### src/rtl/mem_unit_pkg.sv
// Shared types and constants for the 8x8 NAND-latch memory unit
// and its sequencing front-end.
package mem_unit_pkg;

   localparam int MEM_ADDR_W = 3;
   localparam int MEM_DATA_W = 8;

   localparam logic OP_READ  = 1'b0;
   localparam logic OP_WRITE = 1'b1;

   typedef enum logic [2:0] {
      IDLE    = 3'd0,
      SETUP   = 3'd1,
      STROBE  = 3'd2,
      HOLD    = 3'd3,
      VSETUP  = 3'd4,
      VSTROBE = 3'd5,
      VHOLD   = 3'd6,
      RESP    = 3'd7
   } state_t;

endpackage

### src/rtl/mem_unit_ctrl.sv
// Setup/strobe/hold sequencer in front of the asynchronous latch array.
// MEM_UNIT_CTRL_READBACK_EN adds a verify read after every write.
module mem_unit_ctrl
   import mem_unit_pkg::*;
#(
   parameter int STROBE_CYCLES = 2,
   parameter int ADDR_W        = MEM_ADDR_W,
   parameter int DATA_W        = MEM_DATA_W
) (
   input  logic              clk,
   input  logic              rst,
   input  logic              req_valid,
   output logic              req_ready,
   input  logic              req_op,
   input  logic [ADDR_W-1:0] req_addr,
   input  logic [DATA_W-1:0] req_wdata,
   output logic              rsp_valid,
   output logic [DATA_W-1:0] rsp_rdata,
   output logic              rsp_err,
   output logic              mem_op,
   output logic              mem_select,
   output logic [ADDR_W-1:0] mem_address,
   output logic [DATA_W-1:0] mem_in_bus,
   input  logic [DATA_W-1:0] mem_out_bus
);

   localparam int CNT_W = $clog2(STROBE_CYCLES + 1);
   localparam logic [CNT_W-1:0] CNT_LOAD = CNT_W'(STROBE_CYCLES);
   localparam logic [CNT_W-1:0] CNT_LAST = CNT_W'(1);

   state_t           state;
   logic [CNT_W-1:0] cnt;

`ifdef MEM_UNIT_CTRL_READBACK_EN
   logic err_q;
   assign rsp_err = err_q;
`else
   assign rsp_err = 1'b0;
`endif

   // ready is decoded from state so a held reset never accepts
   assign req_ready = (state == IDLE) && !rst;

   // access sequencer: all memory-side and response outputs registered
   always_ff @(posedge clk) begin
      if (rst) begin
         state       <= IDLE;
         cnt         <= '0;
         rsp_valid   <= 1'b0;
         rsp_rdata   <= '0;
         mem_op      <= OP_READ;
         mem_select  <= 1'b0;
         mem_address <= '0;
         mem_in_bus  <= '0;
`ifdef MEM_UNIT_CTRL_READBACK_EN
         err_q       <= 1'b0;
`endif
      end else begin
         unique case (state)
            IDLE: begin
               if (req_valid) begin
                  state       <= SETUP;
                  mem_op      <= req_op;
                  mem_address <= req_addr;
                  mem_in_bus  <= req_wdata;
               end
            end
            SETUP: begin
               state      <= STROBE;
               mem_select <= 1'b1;
               cnt        <= CNT_LOAD;
            end
            STROBE: begin
               if (cnt == CNT_LAST) begin
                  state      <= HOLD;
                  mem_select <= 1'b0;
                  if (mem_op == OP_READ)
                     rsp_rdata <= mem_out_bus;
               end else begin
                  cnt <= cnt - CNT_LAST;
               end
            end
            HOLD: begin
`ifdef MEM_UNIT_CTRL_READBACK_EN
               if (mem_op == OP_WRITE) begin
                  state  <= VSETUP;
                  mem_op <= OP_READ;
               end else begin
                  state     <= RESP;
                  rsp_valid <= 1'b1;
               end
`else
               state     <= RESP;
               rsp_valid <= 1'b1;
`endif
            end
`ifdef MEM_UNIT_CTRL_READBACK_EN
            VSETUP: begin
               state      <= VSTROBE;
               mem_select <= 1'b1;
               cnt        <= CNT_LOAD;
            end
            VSTROBE: begin
               if (cnt == CNT_LAST) begin
                  state      <= VHOLD;
                  mem_select <= 1'b0;
                  rsp_rdata  <= mem_out_bus;
                  err_q      <= (mem_out_bus != mem_in_bus);
               end else begin
                  cnt <= cnt - CNT_LAST;
               end
            end
            VHOLD: begin
               state     <= RESP;
               rsp_valid <= 1'b1;
            end
`endif
            RESP: begin
               state     <= IDLE;
               rsp_valid <= 1'b0;
               mem_op    <= OP_READ;
`ifdef MEM_UNIT_CTRL_READBACK_EN
               err_q     <= 1'b0;
`endif
            end
            default: begin
               state      <= IDLE;
               mem_select <= 1'b0;
               rsp_valid  <= 1'b0;
               mem_op     <= OP_READ;
            end
         endcase
      end
   end

endmodule
### config.mk
export PLATFORM = sky130hd
export DESIGN_NAME = mem_unit_ctrl
export DESIGN_NICKNAME = d
export VERILOG_FILES = /design/src/rtl/mem_unit_pkg.sv /design/src/rtl/mem_unit_ctrl.sv
export SDC_FILE = /design/constraint.sdc
export NUM_CORES = 1
export LEC_CHECK = 0
export BUFFER_PORTS_ARGS = -buffer_cell sky130_fd_sc_hd__buf_4
export CAP_MARGIN = 20
export CORE_MARGIN = 4
export CORE_UTILIZATION = 35
export CTS_BUF_LIST = sky130_fd_sc_hd__clkbuf_16
export DETAILED_ROUTE_END_ITERATION = 6
export PLACE_DENSITY = 0.74
export SLEW_MARGIN = 20
export SYNTH_ARGS = -nofsm -noshare
export SYNTH_HDL_FRONTEND = slang
export SYNTH_SLANG_ARGS = --single-unit
### constraint.sdc
create_clock -name clk -period 1.44 [get_ports clk]
set_clock_uncertainty 0.15 [all_clocks]
set_input_delay 0.144 -clock clk [delete_from_list [all_inputs] [get_ports clk]]
set_output_delay 0.144 -clock clk [all_outputs]
set_load 0.02 [all_outputs]
After elaboration in Yosys (flattened, before gate mapping)
Index checks and enable logic that the tools add are counted.
- register bits after elaboration: 27
- logic and storage cells: 43
- add/subtract/negate cells: 1
- equality and inequality tests: 8
- mux-type cells: 10
- bitwise operators: 3
- reduce and logical (&&, ||, !) cells: 13
- operators with widths (kind ; number):
    $pmux 3 s4 ; 1
    $reduce_and 2->1 ; 5
    $reduce_or 3->1 ; 3
    $eq 3x2->1 const B ; 2
    $mux 3 ; 2
    $ne 2x2->1 const B ; 3
    $pmux 1 s2 ; 2
    $pmux 2 s2 ; 1
    $eq 3x1->1 const B ; 1
    $eq 3x3->1 const B ; 1
    $logic_not 3->1 ; 1
    $not 1->1 ; 3
    $pmux 1 s3 ; 1
    $reduce_and 3->1 ; 1
    $eq 2x1->1 const B ; 1
    $mux 1 ; 2
    $mux 2 ; 1
    $reduce_bool 2->1 ; 1
    $sub 2x1->2 const B ; 1
    $logic_and 1x1->1 ; 1
    $logic_not 1->1 ; 1

Logic depth before layout (Yosys ltp)
- depth after elaboration: 4
- mapped depth: 5

Worst setup path before layout
OpenSTA, ideal clock, no wires.
- path type: reg-to-output
- from: register state[2]
- to: output port req_ready
- data arrival time: 1.297 ns
- data required time: 1.146 ns
- slack: -0.151 ns
- cell stages (with the launch flop): 3
- cells stage by stage: dfxtp_1 > clkbuf_1 > nor4_1
- longest elaborated chain between the ends: 2
- ends and longest elaborated chain (item ; RTL line ; text):
    start: declaration ; mem_unit_ctrl.sv:31 ; state_t state;
    start signal: assignment ; mem_unit_ctrl.sv:47 ; state <= IDLE;
    start signal: assignment ; mem_unit_ctrl.sv:62 ; state <= SETUP;
    start signal: assignment ; mem_unit_ctrl.sv:69 ; state <= STROBE;
    $logic_not 3->1 ; mem_unit_ctrl.sv:42 ; assign req_ready = (state == IDLE) && !rst;
    $logic_and 1x1->1 ; mem_unit_ctrl.sv:42 ;
    end: declaration ; mem_unit_ctrl.sv:13 ; output logic req_ready,
No other way between the ends.

Worst setup path in the final report
- from: register state[1]
- to: register mem_in_bus[5]
- longest elaborated chain between the ends: 2
- ends and longest elaborated chain (item ; RTL line ; text):
    $logic_not 3->1 ; mem_unit_ctrl.sv:59 ; unique case (state)
    $reduce_and 2->1 (no source line) ; -- ;
    end signal: assignment ; mem_unit_ctrl.sv:65 ; mem_in_bus <= req_wdata;
    end: declaration ; mem_unit_ctrl.sv:23 ; output logic [DATA_W-1:0] mem_in_bus,
No other way between the ends.
A chain may end at the register's enable or synchronous reset.

==> impl_results.md <==
- Run status: complete, but fails checks
- Failing checks: negative setup slack
- Finished Layout Cells: 237
- Vias per Instance: 4.61
- Critical Path End Type: flop
- Final slew viol count: 0
- DR vias: 1092
- Leakage power: 0.821 nW
- Setup violators final: 12
- Fmax: 669 MHz
- FP Rows: 20
- Max VDD drop: 0.000710 V
- Cell Area, Synth: 0.00114 sq mm
- WL/cell: 12.9 microns
- RSZ-0062 raised after global routing: true
- Hold Crit Class: in -> reg
- Initial Utilization: 0.369
- Yosys cell types: 25
- Crit path from: state[1]
- CTS Sinks: 27
- Die Width: 65.2 microns
- Sequential area share after synthesis: 0.472
- Worst-path clk slew: 0.07 ns
- Post-DP HPWL: 2000 microns
- # fillers: 271
- Syn Area/Cell: 8.94 sq um
- Share of layout cells above drive strength 1: 0.487
- Max Root-Sink Buffers: 2
- Syn Nets: 152
- Clk root buf: clkbuf_16
- RePlAce Congestion: 0.786
- Crit-path slowest cell: or4b_4
- Crit-path most repeated cell: buf_6
- Final setup margin: -0.0557 ns
- Yosys reg bits: 27
- Post-layout util: 0.635
- Initial antenna violation count: 0
- Synth Warn #: 0
- CTS tree: built
- Total power: 1.90 mW
- Overflow after GRT: 0
- Worst setup SP type: flop
- FF/Latch Area: 552 sq um
- DIE AREA: 0.00425 sq mm
- Syn-to-layout area delta: 72.1%
- Multi-input logic area: 644 sq um
- TritonCTS Buffers: 3
- Detail Route Antenna Nets: 0
- Worst Path Arrival: 1.48 ns
- H-Tree Level Count: 1
- Hold Fails Final Rpt: 0
- Largest net degree at the start of global routing: 38
- Final Cell Area: 0.00197 sq mm
- Pre-antenna DRT Iters: 4
- Dpl cell area: 0.00161 sq mm
- CP Cell Sequence: buf_6 > or4b_4 > buf_6 > nand2_2 > a21oi_1
- Cells after synthesis: 128
- Final worst path period share: 1.04
- Chip height: 65.2 microns
- Drt initial violations: 46
- Crit-path max cell delay: 0.49 ns
- Inst Count DP: 216
- Power per standard cell area: 965 mW/mm^2
- Hold path startpoint: mem_out_bus[2]
- Kind of critical path: reg -> reg
- Max FO, Critical Path: 6
- All-Layer GR Usage: 0.143
- PortBufs: 45
- Fin Setup TNS: -0.574 ns
- Critical Path RT: 1.42 ns
- Vias in the first global route: 1131
- Inserted Diodes: 0
- Worst-skew pair later-pin latency: 0.26 ns
- Drc violations: 0
- Reg2reg start: state[1]
- Max Cap Viol: 0
- Fin nets: 218
- CORE AREA: 0.00310 sq mm
- DRT Wirelength: 3060 microns
- First-pass GRT wire length: 4930 microns
- IO Pins: 47
- Final Critical Period: 1.50 ns
[repair_timing]
item	4_1_cts	5_1_grt
hold buffers	9	0
hold endpoints to repair	9	0
pin swaps	10	3
setup endpoints to repair	14	23
gates cloned	1	1
setup buffers	4	2
resized for setup	18	15
[routing by layer]
layer / global-route usage / routed length [microns]
met5: 0 / 0
met2: 0.277 / 1570
met3: 0.0325 / 186
met1: 0.158 / 1300
met4: 0.0285 / 0
[worst max-delay path, delay by kind of cell (launching register included)]
family / cells / cell delay (ns)
AOI/OAI and AO/OA: 1 / 0.06
buffers and inverters: 2 / 0.27
DFF: 1 / 0.34
and+or+nand+nor: 2 / 0.55
[worst paths after layout]
path | end | slack [ns] | cells after the start
worst min-delay path | rsp_rdata[2] | 0.006 | 3
worst max-delay path | mem_in_bus[5] | -0.06 | 5
worst min register to register | mem_in_bus[3] | 0.31 | 2
worst max register to register | mem_in_bus[5] | -0.06 | 5
[power by group]
part	switching, mW	internal, mW
Clock	0.240	0.374
Combinational	0.207	0.255
Sequential	0.0347	0.791
[layout make-up]
| type | count | area share |
|---|---|---|
| Multi-Input combinational cell | 88 | 0.327 |
| Timing Repair Buffer | 71 | 0.319 |
| Sequential cell | 27 | 0.280 |
| Clock buffer | 3 | 0.0381 |
| Tap cell | 44 | 0.0279 |
| Inverter | 3 | 0.00571 |
| Clock inverter | 1 | 0.00254 |
[kinds of logic after synthesis]
group,Yosys count,synth area share
buffers and inverters,13,0.0503
adder cells (fa/ha/maj),1,0.0109
flip-flops,27,0.472
multiplexers,9,0.0787
AO/OA/AOI/OAI,20,0.0973
other,1,0.00328
AND/OR/NAND/NOR,57,0.287
[registers in the layout (all words and copies together), names as in the netlist]
signal,cells
mem_in_bus,8
rsp_rdata,8
mem_address,3
state,3
cnt,2
mem_op,1
mem_select,1
rsp_valid,1
[cells in the final DEF (no fill, tap or decap), types with 2 or more instances in the layout]
cell	count
a21oi_1	10
nor3_1	4
buf_4	53
nor4_1	2
buf_12	2
dfxtp_4	2
nor4_4	2
mux2i_1	9
dfxtp_2	3
buf_6	4
buf_8	2
dlygate4sd3_1	9
clkbuf_16	4
a211oi_1	2
inv_1	2
nand2_1	13
nand2b_1	19
nand2_2	9
a21oi_2	5
dfxtp_1	22
[metrics by stage]
stage                     hold WS (ns)  worst slack, ns
final                          0.00614          -0.0557
after detailed placement         0.257          -0.0207
after CTS                      0.00148           -0.105
after floorplan                  0.130          -0.0739
after global placement           0.247           0.0175
after global routing           0.00591           -0.104
[Yosys cell counts]
cell type / number / area, sq um
dfxtp_1: 27 / 541
o32ai_1: 1 / 8.76
buf_2: 4 / 20.0
nor3b_1: 1 / 7.51
buf_4: 1 / 7.51
o211ai_1: 1 / 7.51
nand3b_1: 1 / 7.51
conb_1: 1 / 3.75
nor4_4: 1 / 21.3
a21oi_1: 15 / 75.1
or4b_1: 1 / 10.0
clkbuf_1: 5 / 18.8
ha_1: 1 / 12.5
nor2b_1: 1 / 6.26
nand2_1: 23 / 86.3
a211oi_1: 2 / 15.0
o21ai_0: 1 / 5.00
inv_1: 3 / 11.3
nor4b_1: 1 / 8.76
nor3_1: 4 / 20.0
nor4b_2: 1 / 15.0
nand2b_1: 19 / 119
nor4_1: 3 / 18.8
mux2i_1: 9 / 90.1
or3b_2: 1 / 8.76
(Power assumes the default switching activity.)
